<file path="src/rtl/addsub_rr_arbiter_if.sv">
// Request/result bundle between datapath clients and the shared add/sub arbiter.
// Requester i owns bit i of the per-requester vectors and bits [i*N +: N] of the operand buses.
interface addsub_rr_arbiter_if #(
    parameter int N    = 8,
    parameter int R    = 4,
    parameter int ID_W = 2
);
    logic [R-1:0]   req_valid;
    logic [R-1:0]   req_ready;
    logic [R*N-1:0] req_a;
    logic [R*N-1:0] req_b;
    logic [R-1:0]   req_sub;
    logic           res_valid;
    logic           res_ready;
    logic [N-1:0]   res_y;
    logic           res_carry;
    logic           res_overflow;
    logic [ID_W-1:0] res_id;

    modport master (
        output req_valid, req_a, req_b, req_sub, res_ready,
        input  req_ready, res_valid, res_y, res_carry, res_overflow, res_id
    );

    modport slave (
        input  req_valid, req_a, req_b, req_sub, res_ready,
        output req_ready, res_valid, res_y, res_carry, res_overflow, res_id
    );
endinterface

</file>
<file path="src/rtl/addsub_rr_arbiter.sv">
// Round-robin arbiter sharing one N-bit adder/subtractor among R requesters;
// the winning result is registered and returned tagged with the requester ID.
module adder_subtractor #(
    parameter int N = 8
) (
    input  logic [N-1:0] a,
    input  logic [N-1:0] b,
    input  logic         sub,
    output logic [N-1:0] y,
    output logic         carry_out,
    output logic         overflow
);
    logic [N-1:0] b_eff;
    logic [N:0]   sum;

    assign b_eff     = sub ? ~b : b;
    assign sum       = {1'b0, a} + {1'b0, b_eff} + {{N{1'b0}}, sub};
    assign y         = sum[N-1:0];
    assign carry_out = sum[N];
    assign overflow  = (a[N-1] == b_eff[N-1]) && (sum[N-1] != a[N-1]);
endmodule

module addsub_rr_arbiter #(
    parameter int N    = 8,
    parameter int R    = 4,
    parameter int ID_W = 2
) (
    input  logic               clk,
    input  logic               rst_n,
    addsub_rr_arbiter_if.slave bus
);
    localparam int PTR_W = (R > 1) ? $clog2(R) : 1;
    localparam int CW    = $clog2(2 * R);

    typedef enum logic {EMPTY, FULL} state_t;

    state_t            state_reg, state_next;
    logic [PTR_W-1:0]  ptr_reg, ptr_next;
    logic [N-1:0]      res_y_reg;
    logic              res_carry_reg;
    logic              res_overflow_reg;
    logic [ID_W-1:0]   res_id_reg;

    logic [N-1:0]      a_arr [R];
    logic [N-1:0]      b_arr [R];
    logic              sub_arr [R];
    logic [R-1:0]      ready_vec;

    logic              res_valid;
    logic              accept;
    logic [(1<<CW)-1:0] valid_pad;
    logic [CW-1:0]     cand;
    logic [CW-1:0]     cand_sel;
    logic              found;
    logic [PTR_W-1:0]  grant_idx;
    logic              grant_valid;

    logic [N-1:0]      alu_y;
    logic              alu_carry;
    logic              alu_overflow;

    assign res_valid = (state_reg == FULL);
    assign accept    = !res_valid || bus.res_ready;

    genvar gi;
    generate
        for (gi = 0; gi < R; gi++) begin : g_req
            assign a_arr[gi]     = bus.req_a[gi*N +: N];
            assign b_arr[gi]     = bus.req_b[gi*N +: N];
            assign sub_arr[gi]   = bus.req_sub[gi];
            assign ready_vec[gi] = grant_valid && (grant_idx == PTR_W'(gi));
        end
    endgenerate

    // Search a doubled copy of req_valid from ptr upward so the rotation needs no modulo
    // inside the loop; iterating from the far end lets the nearest hit win.
    always_comb begin
        valid_pad            = '0;
        valid_pad[2*R-1:0]   = {bus.req_valid, bus.req_valid};
        found                = 1'b0;
        cand                 = '0;
        cand_sel             = '0;
        for (int k = R - 1; k >= 0; k--) begin
            cand = CW'(ptr_reg) + CW'(k);
            if (valid_pad[cand]) begin
                found    = 1'b1;
                cand_sel = cand;
            end
        end
        grant_idx = (cand_sel >= CW'(R)) ? PTR_W'(cand_sel - CW'(R)) : PTR_W'(cand_sel);
    end

    // No grant may escape while reset is asserted, even though the FSM already reads EMPTY.
    assign grant_valid = found && accept && rst_n;

    always_comb begin
        state_next = state_reg;
        case (state_reg)
            EMPTY:   if (grant_valid) state_next = FULL;
            FULL:    if (bus.res_ready && !grant_valid) state_next = EMPTY;
            default: state_next = EMPTY;
        endcase
    end

    always_comb begin
        ptr_next = ptr_reg;
        if (grant_valid) begin
            ptr_next = (grant_idx == PTR_W'(R - 1)) ? '0 : grant_idx + 1'b1;
        end
    end

    adder_subtractor #(.N(N)) u_alu (
        .a         (a_arr[grant_idx]),
        .b         (b_arr[grant_idx]),
        .sub       (sub_arr[grant_idx]),
        .y         (alu_y),
        .carry_out (alu_carry),
        .overflow  (alu_overflow)
    );

    always_ff @(posedge clk or negedge rst_n) begin
        if (!rst_n) begin
            state_reg <= EMPTY;
            ptr_reg   <= '0;
        end else begin
            state_reg <= state_next;
            ptr_reg   <= ptr_next;
        end
    end

    // Result fields only change on a grant, so a plain drain leaves the last values visible.
    always_ff @(posedge clk or negedge rst_n) begin
        if (!rst_n) begin
            res_y_reg        <= '0;
            res_carry_reg    <= 1'b0;
            res_overflow_reg <= 1'b0;
            res_id_reg       <= '0;
        end else if (grant_valid) begin
            res_y_reg        <= alu_y;
            res_carry_reg    <= alu_carry;
            res_overflow_reg <= alu_overflow;
            res_id_reg       <= ID_W'(grant_idx);
        end
    end

    assign bus.req_ready    = ready_vec;
    assign bus.res_valid    = res_valid;
    assign bus.res_y        = res_y_reg;
    assign bus.res_carry    = res_carry_reg;
    assign bus.res_overflow = res_overflow_reg;
    assign bus.res_id       = res_id_reg;
endmodule

</file>
<file path="src/flat_wrapper.sv">
// flat-port wrapper written by rule: the top's interface ports become plain ports
module addsub_rr_arbiter_flat 
#(
    parameter int N    = 8,
    parameter int R    = 4,
    parameter int ID_W = 2
)
  (clk, rst_n, bus_req_valid, bus_req_a, bus_req_b, bus_req_sub, bus_res_ready, bus_req_ready, bus_res_valid, bus_res_y, bus_res_carry, bus_res_overflow, bus_res_id);
  addsub_rr_arbiter_if #(.N(N), .R(R), .ID_W(ID_W)) bus_i ();
  input  logic clk;
  input  logic rst_n;
  input wire logic [$bits(bus_i.req_valid)-1:0] bus_req_valid;
  input wire logic [$bits(bus_i.req_a)-1:0] bus_req_a;
  input wire logic [$bits(bus_i.req_b)-1:0] bus_req_b;
  input wire logic [$bits(bus_i.req_sub)-1:0] bus_req_sub;
  input wire logic [$bits(bus_i.res_ready)-1:0] bus_res_ready;
  output wire logic [$bits(bus_i.req_ready)-1:0] bus_req_ready;
  output wire logic [$bits(bus_i.res_valid)-1:0] bus_res_valid;
  output wire logic [$bits(bus_i.res_y)-1:0] bus_res_y;
  output wire logic [$bits(bus_i.res_carry)-1:0] bus_res_carry;
  output wire logic [$bits(bus_i.res_overflow)-1:0] bus_res_overflow;
  output wire logic [$bits(bus_i.res_id)-1:0] bus_res_id;
  assign bus_i.req_valid = bus_req_valid;
  assign bus_i.req_a = bus_req_a;
  assign bus_i.req_b = bus_req_b;
  assign bus_i.req_sub = bus_req_sub;
  assign bus_i.res_ready = bus_res_ready;
  assign bus_req_ready = bus_i.req_ready;
  assign bus_res_valid = bus_i.res_valid;
  assign bus_res_y = bus_i.res_y;
  assign bus_res_carry = bus_i.res_carry;
  assign bus_res_overflow = bus_i.res_overflow;
  assign bus_res_id = bus_i.res_id;
  addsub_rr_arbiter #(.N(N), .R(R), .ID_W(ID_W)) u_core (.clk(clk), .rst_n(rst_n), .bus(bus_i));
endmodule
</file>
<file path="config.mk">
export PLATFORM = sky130hd
export DESIGN_NAME = addsub_rr_arbiter_flat
export DESIGN_NICKNAME = d
export VERILOG_FILES = /design/src/rtl/addsub_rr_arbiter_if.sv /design/src/rtl/addsub_rr_arbiter.sv /design/src/flat_wrapper.sv
export SDC_FILE = /design/constraint.sdc
export NUM_CORES = 1
export LEC_CHECK = 0
export ABC_AREA = 1
export BUFFER_PORTS_ARGS = -buffer_cell sky130_fd_sc_hd__buf_4
export CAP_MARGIN = 20
export CORE_UTILIZATION = 51
export DETAILED_ROUTE_END_ITERATION = 12
export GPL_TIMING_DRIVEN = 0
export MAX_ROUTING_LAYER = met4
export PLACE_DENSITY = 0.94
export SLEW_MARGIN = 20
export SYNTH_ARGS = -nofsm -noshare
export SYNTH_HDL_FRONTEND = slang
export SYNTH_SLANG_ARGS = --single-unit
</file>
<file path="constraint.sdc">
create_clock -name clk -period 9.72 [get_ports clk]
set_clock_uncertainty 0.2 [all_clocks]
set_input_delay 0.486 -clock clk [delete_from_list [all_inputs] [get_ports clk]]
set_output_delay 0.486 -clock clk [all_outputs]
set_load 0.01 [all_outputs]
</file>
==> results.json <==
{
  "final_util": 0.780,
  "max_cap_viol_count": 0,
  "syn-cell-area_um2": 1910,
  "routed-wl-met3_um": 287,
  "pin_count": 92,
  "worstPathRequired_ps": 9680,
  "period_share": 0.414,
  "ctsHtreeMaxLevel": 1,
  "layout-drive-gt1-share": 0.368,
  "wl_met2_um": 2770,
  "grtUsageTotal": 0.288,
  "rsz0062_at_grt": "false",
  "crit_end": "u_core.bus.res_carry",
  "clk_pin_slew_ps": 60,
  "num_vias": 2247,
  "path_common_cell": "nand2_4",
  "antenna_left": 0,
  "critical_path.max_fanout": 11,
  "drt_iter0_drc": 85,
  "rows": 21,
  "most-common-layout-cells": "94 x buf_4, 54 x nand2_1, 42 x nor2_1",
  "ys.flop_type": "dfrtp_1",
  "die_w_um": 63.2,
  "ys_async_sr_fraction": 1.00,
  "timing.rr.end": "u_core.bus.res_carry",
  "wl_met1_um": 2040,
  "max_stage_delay_ps": 460,
  "synth_area_leaders": "dfrtp_1 20%, nand2_1 11%, nor2_1 8.3%",
  "final_common_cell": "buf_4",
  "tritoncts": "built",
  "grt_overflow": 0,
  "cts_inserted_buffers": 3,
  "period_needed_ps": 4020,
  "status": "complete, no violations",
  "reg2reg_depth": 24,
  "design.core.area_um2": 3470,
  "cts_buffer_depth": 2,
  "root_buffer": "clkbuf_8",
  "hold_path.class": "input pin to flip-flop",
  "syn_nets": 370,
  "synthCells": 282,
  "die_y_um": 63.2,
  "fillers": 270,
  "synth_edf_count": 0,
  "hold_ws_ps": 237,
  "dp_hpwl_um": 4360,
  "yosysTopAreaCellShare": 0.197,
  "cp-end-kind": "flip-flop",
  "via_per_inst": 5.30,
  "syn2layout_area_growth_pct": 41.7,
  "slew_violations": 0,
  "synth.distinct_cells": 37,
  "dieArea_um2": 3990,
  "holdPathStages": 2,
  "crit_chain": "ha_1 > inv_1 > nand3_2 > nand2_1 > inv_2 > nand2_4 > nand2_4 > nand2_4 > nand2_4 > buf_8 > buf_6 > buf_4 > buf_4 > nor2_1 > o22ai_1 > ha_1 > nand2_1 > o21ai_0 > a21oi_1 > o21ai_0 > inv_1 > nor2_1 > nor2_1 > o211ai_1",
  "ys_warn_count": 0,
  "grt_max_degree": 17,
  "syn_area_per_cell_um2": 6.77,
  "gp_congestion": 0.865,
  "synth_largest_area_cell": "dfrtp_1",
  "fmax_mhz": 249,
  "criticalPathCategory": "flip-flop to flip-flop",
  "ys_seq_area_frac": 0.197,
  "wire_per_inst_um": 12.4,
  "antenna_found_initial": 0,
  "arrival_ps": 3980,
  "finalSetupTns_ps": 0,
  "grt_pass1_vias": 2253,
  "firstDrtPassIters": 4,
  "drc": 0,
  "crit_slowest_cell": "dfrtp_1",
  "finalNetCount": 467,
  "ys_ff_latch": 15,
  "diodes": 0,
  "slew_headroom": 0.719,
  "wl_um": 5250,
  "rr_startpoint": "u_core.ptr_reg[0]",
  "port_buffers": 91,
  "hold_violations": 0,
  "cts.sinks": 15,
  "post_cts_buffers": 0,
  "startpoint_type": "flip-flop",
  "finalSetupViolations": 0,
  "start_util": 0.551,
  "tightest_slew_ps": 422,
  "clk_latency_ps": 250,
  "largest_reg_flops": 8,
  "crit_path_start": "u_core.ptr_reg[0]",
  "highest-signal-layer": "met4",
  "rrSetupSlack_ps": 5700,
  "grt_pass1_wl_um": 8980
}
Yosys cell counts (2+ instances only):
master     n
dfrtp_1   15
inv_2      6
o21ai_0   22
nor2_1    42
clkbuf_1   2
o211ai_1   2
o32ai_2    6
nand3_1   21
o22ai_1    5
nand2_2   10
buf_2      4
buf_6      2
o21ai_1   10
nand3_2    4
and2_1     2
xnor2_1    2
xor2_1     8
nand2_4    4
ha_1      12
buf_4      3
inv_1     27
nand2_1   54
a21oi_1    5
how the worst min path moves through the flow:
stage,start,endpoint,slack [ps]
after global routing,bus_res_ready,u_core.bus.res_valid,210
final,bus_res_ready,u_core.bus.res_valid,240
after floorplan,rst_n,u_core.bus.res_carry,-10
after CTS,bus_res_ready,u_core.bus.res_valid,230
after global placement,rst_n,u_core.bus.res_id[0],150
after detailed placement,rst_n,u_core.bus.res_valid,150
worst max-delay path: cells and delay by family, from the launching register on:
| kind | cells | cell delay [ps] |
|---|---|---|
| simple gates | 10 | 810 |
| flops | 1 | 460 |
| compound gates | 5 | 890 |
| buf+inv | 7 | 830 |
| fa+ha+maj | 2 | 720 |
cell type report:
type | count | area [um2] | share of cell area
Buffer | 12 | 87.6 | 0.0324
Clock buffer | 3 | 41.3 | 0.0153
Clock inverter | 1 | 5.00 | 0.00185
Inverter | 34 | 130 | 0.0481
Multi-Input combinational cell | 221 | 1320 | 0.486
Sequential cell | 15 | 375 | 0.139
Tap cell | 46 | 57.6 | 0.0213
Timing Repair Buffer | 92 | 693 | 0.256
logic make-up (layout without fill, tap and decap cells):
| logic type | Yosys count | count (layout) | synth area share |
|---|---|---|---|
| buf+inv | 46 | 142 | 0.114 |
| xor+xnor | 10 | 10 | 0.0459 |
| flops | 15 | 15 | 0.197 |
| compound gates | 56 | 56 | 0.205 |
| fa+ha+maj | 13 | 13 | 0.0891 |
| simple gates | 142 | 142 | 0.349 |
metrics by stage:
step,std cells,worst slack [ps],cell area [um2]
floorplan,282,6130,1910
global placement,419,5860,2650
detailed placement,419,5720,2650
CTS,424,5690,2710
global route,424,5280,2710
finish,424,5700,2710
metal layers:
layer  global-route usage  vias up
met5                    -        -
met4                0.148        0
met3               0.0308       15
met2                0.531       93
met1                0.299     1018
li1                     -     1121
repair_timing:
action                     CTS  global route
gates resized for setup      0             0
setup endpoints to repair    0             0
hold endpoints to repair    15             0
hold buffers                 1             0
Power is not shown: default switching activity piles up to over one toggle a cycle in this logic, so the estimate is an artifact.
